<file path="src/rtl/nic_apb_router.sv">
// nic_apb_router: registered APB 1-to-NUM_M node, one-hot select decoded from paddr[SEL_LSB +: IW].
// Build option NIC_APB_TIMEOUT_EN bounds downstream wait states to TIMEOUT ACCESS cycles.
module nic_apb_router #(
  parameter int AW      = 32,
  parameter int DW      = 32,
  parameter int NUM_M   = 4,
  parameter int SEL_LSB = 12,
  parameter int TIMEOUT = 255
) (
  input  logic                clock,
  input  logic                resetn,
  input  logic [AW-1:0]       s_paddr,
  input  logic [2:0]          s_pprot,
  input  logic                s_psel,
  input  logic                s_penable,
  input  logic                s_pwrite,
  input  logic [DW-1:0]       s_pwdata,
  input  logic [DW/8-1:0]     s_pstrb,
  output logic                s_pready,
  output logic                s_pslverr,
  output logic [DW-1:0]       s_prdata,
  output logic [AW-1:0]       m_paddr,
  output logic [2:0]          m_pprot,
  output logic [NUM_M-1:0]    m_psel,
  output logic                m_penable,
  output logic                m_pwrite,
  output logic [DW-1:0]       m_pwdata,
  output logic [DW/8-1:0]     m_pstrb,
  input  logic [NUM_M-1:0]    m_pready,
  input  logic [NUM_M-1:0]    m_pslverr,
  input  logic [NUM_M*DW-1:0] m_prdata
);
  // state  | meaning
  // IDLE   | waiting for an upstream setup phase
  // SETUP  | downstream psel asserted, penable low
  // ACCESS | downstream penable high, waiting for the selected pready
  // RESP   | upstream pready with captured pslverr/prdata
  // ERR    | upstream pready with pslverr, no downstream access
  localparam int IW = (NUM_M > 1) ? $clog2(NUM_M) : 1;

  typedef enum logic [2:0] {IDLE, SETUP, ACCESS, RESP, ERR} state_t;

  state_t             state_q, state_n;
  logic [IW-1:0]      idx_q, idx_n, idx_in;
  logic [AW-1:0]      paddr_n;
  logic [2:0]         pprot_n;
  logic               pwrite_n;
  logic [DW-1:0]      pwdata_n;
  logic [DW/8-1:0]    pstrb_n;
  logic [NUM_M-1:0]   psel_n;
  logic               penable_n;
  logic               pready_n;
  logic               pslverr_n;
  logic [DW-1:0]      prdata_n;

`ifdef NIC_APB_TIMEOUT_EN
  localparam int CW_RAW = $clog2(TIMEOUT + 1);
  localparam int CW     = (CW_RAW < 8) ? 8 : ((CW_RAW > 16) ? 16 : CW_RAW);
  logic [CW-1:0]      cnt_q, cnt_n;
`endif

  assign idx_in = s_paddr[SEL_LSB +: IW];

  always_comb begin
    state_n   = state_q;
    idx_n     = idx_q;
    paddr_n   = m_paddr;
    pprot_n   = m_pprot;
    pwrite_n  = m_pwrite;
    pwdata_n  = m_pwdata;
    pstrb_n   = m_pstrb;
    psel_n    = m_psel;
    penable_n = m_penable;
    pready_n  = 1'b0;
    pslverr_n = 1'b0;
    prdata_n  = '0;
`ifdef NIC_APB_TIMEOUT_EN
    cnt_n     = cnt_q;
`endif
    case (state_q)
      IDLE: begin
        if (s_psel && !s_penable) begin
          if (int'(idx_in) < NUM_M) begin
            idx_n    = idx_in;
            paddr_n  = s_paddr;
            pprot_n  = s_pprot;
            pwrite_n = s_pwrite;
            pwdata_n = s_pwdata;
            pstrb_n  = s_pstrb;
            psel_n   = NUM_M'(1) << idx_in;
            state_n  = SETUP;
          end else begin
            // unmapped: answer immediately, leave the downstream buses untouched
            pready_n  = 1'b1;
            pslverr_n = 1'b1;
            state_n   = ERR;
          end
        end
      end
      SETUP: begin
        penable_n = 1'b1;
        state_n   = ACCESS;
`ifdef NIC_APB_TIMEOUT_EN
        cnt_n     = '0;
`endif
      end
      ACCESS: begin
        if (m_pready[idx_q]) begin
          psel_n    = '0;
          penable_n = 1'b0;
          pready_n  = 1'b1;
          pslverr_n = m_pslverr[idx_q];
          prdata_n  = m_pwrite ? '0 : m_prdata[idx_q*DW +: DW];
          state_n   = RESP;
        end
`ifdef NIC_APB_TIMEOUT_EN
        else if (cnt_q >= CW'(TIMEOUT - 1)) begin
          psel_n    = '0;
          penable_n = 1'b0;
          pready_n  = 1'b1;
          pslverr_n = 1'b1;
          state_n   = ERR;
        end else begin
          cnt_n = cnt_q + CW'(1);
        end
`endif
      end
      RESP:    state_n = IDLE;
      ERR:     state_n = IDLE;
      default: state_n = IDLE;
    endcase
  end

  always_ff @(posedge clock) begin
    if (!resetn) begin
      state_q   <= IDLE;
      idx_q     <= '0;
      m_paddr   <= '0;
      m_pprot   <= '0;
      m_pwrite  <= 1'b0;
      m_pwdata  <= '0;
      m_pstrb   <= '0;
      m_psel    <= '0;
      m_penable <= 1'b0;
      s_pready  <= 1'b0;
      s_pslverr <= 1'b0;
      s_prdata  <= '0;
`ifdef NIC_APB_TIMEOUT_EN
      cnt_q     <= '0;
`endif
    end else begin
      state_q   <= state_n;
      idx_q     <= idx_n;
      m_paddr   <= paddr_n;
      m_pprot   <= pprot_n;
      m_pwrite  <= pwrite_n;
      m_pwdata  <= pwdata_n;
      m_pstrb   <= pstrb_n;
      m_psel    <= psel_n;
      m_penable <= penable_n;
      s_pready  <= pready_n;
      s_pslverr <= pslverr_n;
      s_prdata  <= prdata_n;
`ifdef NIC_APB_TIMEOUT_EN
      cnt_q     <= cnt_n;
`endif
    end
  end

endmodule

</file>
<file path="config.mk">
export PLATFORM = sky130hd
export DESIGN_NAME = nic_apb_router
export DESIGN_NICKNAME = d
export VERILOG_FILES = /design/src/rtl/nic_apb_router.sv
export SDC_FILE = /design/constraint.sdc
export NUM_CORES = 1
export LEC_CHECK = 0
export ABC_CLOCK_PERIOD_IN_PS = 1700
export CAP_MARGIN = 10
export CORE_MARGIN = 3
export CORE_UTILIZATION = 31
export CTS_CLUSTER_DIAMETER = 150
export DETAILED_ROUTE_END_ITERATION = 10
export PLACE_DENSITY = 0.72
export SYNTH_ARGS = -nofsm -noshare
export SYNTH_HDL_FRONTEND = slang
export SYNTH_SLANG_ARGS = --single-unit
</file>
<file path="constraint.sdc">
create_clock -name clock -period 1.7 [get_ports clock]
set_input_delay 0.17 -clock clock [delete_from_list [all_inputs] [get_ports clock]]
set_output_delay 0.17 -clock clock [all_outputs]
set_load 0.01 [all_outputs]
</file>
### Yosys cells after proc, flatten, opt, wreduce, memory -nomap -nowiden

Cells that the tools add are included.

| word-level totals | value |
|---|---|
| bits in registers | 116 |
| output and inout port bits | 111 |

| operators by class | value |
|---|---|
| equality and inequality tests | 4 |
| bitwise gates (word level) | 3 |
| reductions and logical operators | 12 |
| shift operators | 2 |
| $lt $le $gt $ge | 1 |
| multiplexer cells | 13 |

Operators with widths:

| operator | count |
|---|---|
| variable part select 128 x 8 -> 32 bit | 1 |
| case mux 3 bit (3 select lines) | 1 |
| two-way mux 4 bit | 2 |
| case mux 4 bit (2 select lines) | 1 |
| AND reduction 2 bit | 4 |
| two-way mux 3 bit | 2 |
| AND reduction 3 bit | 2 |
| binary-select mux 1 bit (select 2 bit) | 2 |
| two-way mux 1 bit | 4 |
| inequality test 2 bit (second input constant) | 2 |
| nonzero test 2 bit | 2 |
| OR reduction 4 bit | 1 |
| << shifter 1 x 2 -> 4 bit (first input constant) | 1 |
| equality test 3 x 1 -> 1 bit (second input constant) | 1 |
| equality test 3 x 2 -> 1 bit (second input constant) | 1 |
| logical NOT 3 bit | 1 |
| less-than comparator 2 x 3 -> 1 bit (second input constant) | 1 |
| NOT 1 bit | 3 |
| case mux 1 bit (2 select lines) | 1 |
| logical AND 1 bit | 1 |
| logical NOT 1 bit | 1 |

### Longest topological paths before layout

| depth | value |
|---|---|
| depth in word-level cells | 4 |
| mapped depth | 7 |

### Worst setup path before layout

Ideal clock, no wire load.

| path | value |
|---|---|
| path kind | reg2reg |
| from | register, netlist name m_paddr[12] |
| to | register s_pslverr |
| slack | 0.077 ns |
| arrival | 1.508 ns |
| stages on the path, launching flop included | 5 |
| path through | dfxtp_1 > buf_4 > buf_2 > mux4_2 > and2_1 |

RTL lines:

| element | line | text |
|---|---|---|
| to (signal assigned) | 162 | `s_pslverr <= pslverr_n;` |
| to (decl) | 20 | `output logic s_pslverr,` |

### Final worst setup path

| path | value |
|---|---|
| from | register m_paddr[12] |
| to | output port m_paddr[12] |

RTL lines:

| element | line | text |
|---|---|---|
| from (decl) | 22 | `output logic [AW-1:0] m_paddr,` |
| from (signal assigned) | 154 | `m_paddr <= paddr_n;` |

No word-level cell between the ends.

==> metrics.txt <==
Post-DP HPWL=14000 um; Setup Skew=0.00739 ns; ANT nets after route=0; number of port buffers=322; total power=9.19 mW; commonest cells after routing, fill and taps aside=clkdlybuf4s50_1 (320), nand2_1 (154), dfxtp_1 (111); core area=0.0148 mm2; Inserted Diodes=0; WL per Instance=18.3 um; Sum Neg Setup Slack=0 ns; yosys warns=0; Max stage delay on crit path=0.52 ns; Period minus WS final=1.63 ns; chip height=130 um; Mapped Area=0.00478 mm2; setup ws final=0.0698 ns; hold buffer count at CTS=0; cells along the critical path=buf_12 > clkdlybuf4s50_1; PD cells=1030 mW/mm2; Placed Cells=959; first-pass GRT wire length=26200 um; clk sinks=113; Async S/R FF share, synth=0; Worst Path Max Fanout=4; final period utilization=0.959; final slew viol count=0; CP Data Required Time=1.53 ns; fin nets=1012; Crit path max-delay family=buffers and inverters; post-synth net total=688; dpl ws=-0.121 ns; leakage power=3.18 nW; 1st-iter DRT viols=152; Max clock buf depth=2; VDD IR max=0.000637 V; initial antenna violation count=0; grt total ovfl=0; routability-driven placement congestion ratio=0.774; filler-free cell count of the finished design=994; CTS tree=yes; CTS Buf Count=17; Final Hold Fails=0; RSZ-0062 raised after global routing=false; status=finished clean; die area=0.0169 mm2; vias per cell=4.67; clk_lat worst skew=0.40 ns; Global Route Usage Sum=0.205; sequential element share of the synthesized area=0.473; final WL=18200 um; post-synth cell types=28; die width=130 um; critical path endpoint category=primary output; most common cell after layout, fill and taps aside=clkdlybuf4s50_1; H-Tree Depth=4; Final Setup Violations=0; CP Data Arrival Time=1.46 ns; first drt pass iteration count=4; pin count of the biggest net entering global routing=53; Worst-path clk slew=0.05 ns; I/O pin count=323; row cnt=44; critical path type=flip-flop to primary output; drt drc=0; Worst Setup Start Kind=flip-flop; CP Buf/Inv Count=2; Initial Util=0.323; Seq cells post-synth=113; DR vias=4642; fmax=0.613 GHz; vias in the first global route=4825; Root Driver=clkbuf_16; worst hold-check path type=primary input to flip-flop; Top FF cell, synth=dfxtp_1; worst slew pin tran=0.416 ns; Rel. slew slack=0.723; Max-Cap Viols=0; ratio of cells with drive above 1 in the final layout=0.117; Area Growth Syn to Fin=86.1%; cell count after synthesis=473; Post-synth EDFFs=0; CP max stage cell=clkdlybuf4s50_1; Syn Area/Cell=10.1 um2
==> cells in the mapped netlist (2+ instances only) <==
master    count  area, um2
buf_4         2       15.0
dfxtp_1     113       2260
nand2_1     155        582
and2_1        2       12.5
nand2b_1      2       12.5
nor2b_1      33        206
buf_2         6       30.0
inv_1         3       11.3
nor2_1        3       11.3
ha_1          3       37.5
mux2_2        2       22.5
mux2i_1       5       50.1
buf_6         3       33.8
mux4_2       34        766
clkbuf_1     23       86.3
a21boi_0     72        541
==> flip-flops by register name, indices dropped and copies added (netlist names), 2 cells and up <==
| name | flops |
|---|---|
| m_paddr | 32 |
| m_pwdata | 32 |
| s_prdata | 32 |
| m_psel | 4 |
| m_pstrb | 4 |
| m_pprot | 3 |
| state_q | 2 |
==> where the power goes <==
part           internal, mW  total, mW  switching, mW
registers              2.95       3.11          0.158
clock network          2.30       3.50           1.19
logic                  1.54       2.58           1.05
==> final cells by class <==
type,count,area (um2)
timing repair buffer,340,3450
clock inverter,9,105
multi-input combinational,322,2350
fill,1247,5910
tap,184,230
inverter,3,11.3
clock buffer,23,488
sequential,113,2260
==> layer usage <==
layer / vias to the layer above / global-route usage / wire length, um
met1: 2162 / 0.199 / 6250
met3: 42 / 0.0761 / 1620
met2: 195 / 0.383 / 9670
li1: 2243 / - / -
met5: - / 0 / 0
met4: 0 / 0.0905 / 642
==> metrics by stage <==
step,hold slack [ns],util,instance area [um2]
6_report,0.123,0.601,8900
5_1_grt,0.113,0.601,8900
4_1_cts,0.102,0.601,8890
3_5_place_dp,0.455,0.557,8250
3_3_place_gp,0.447,0.557,8250
2_1_floorplan,0.312,-,4780
==> kinds of logic (layout without fill, tap and decap cells) <==
group | Yosys count | after routing | share of synthesized area
adders and majority gates | 3 | 3 | 0.00785
and+or+nand+nor | 201 | 201 | 0.185
buffers and inverters | 38 | 375 | 0.0377
muxes | 41 | 41 | 0.175
DFF | 113 | 113 | 0.473
AOI/OAI and AO/OA | 77 | 77 | 0.121
==> path summary, 6_finish.rpt <==
path | slack, ns | cells past startpoint | end | startpoint
max | 0.07 | 2 | m_paddr[12] | m_paddr[12]$_SDFFE_PN0P_
min | 0.12 | 2 | m_paddr[27]$_SDFFE_PN0P_ | resetn
min reg2reg | 0.46 | 2 | m_pwdata[31]$_SDFFE_PN0P_ | m_pwdata[31]$_SDFFE_PN0P_
max reg2reg | 0.10 | 4 | s_prdata[31]$_SDFF_PP0_ | m_paddr[12]$_SDFFE_PN0P_
==> what timing repair did <==
| item | CTS | global route |
|---|---|---|
| resized for setup | 2 | 2 |
| endpoints found under the setup margin | 2 | 6 |
| setup buffers | 2 | 0 |
| cloned | 1 | 0 |
| pin swaps | 0 | 0 |
(Power assumes the default switching activity.)
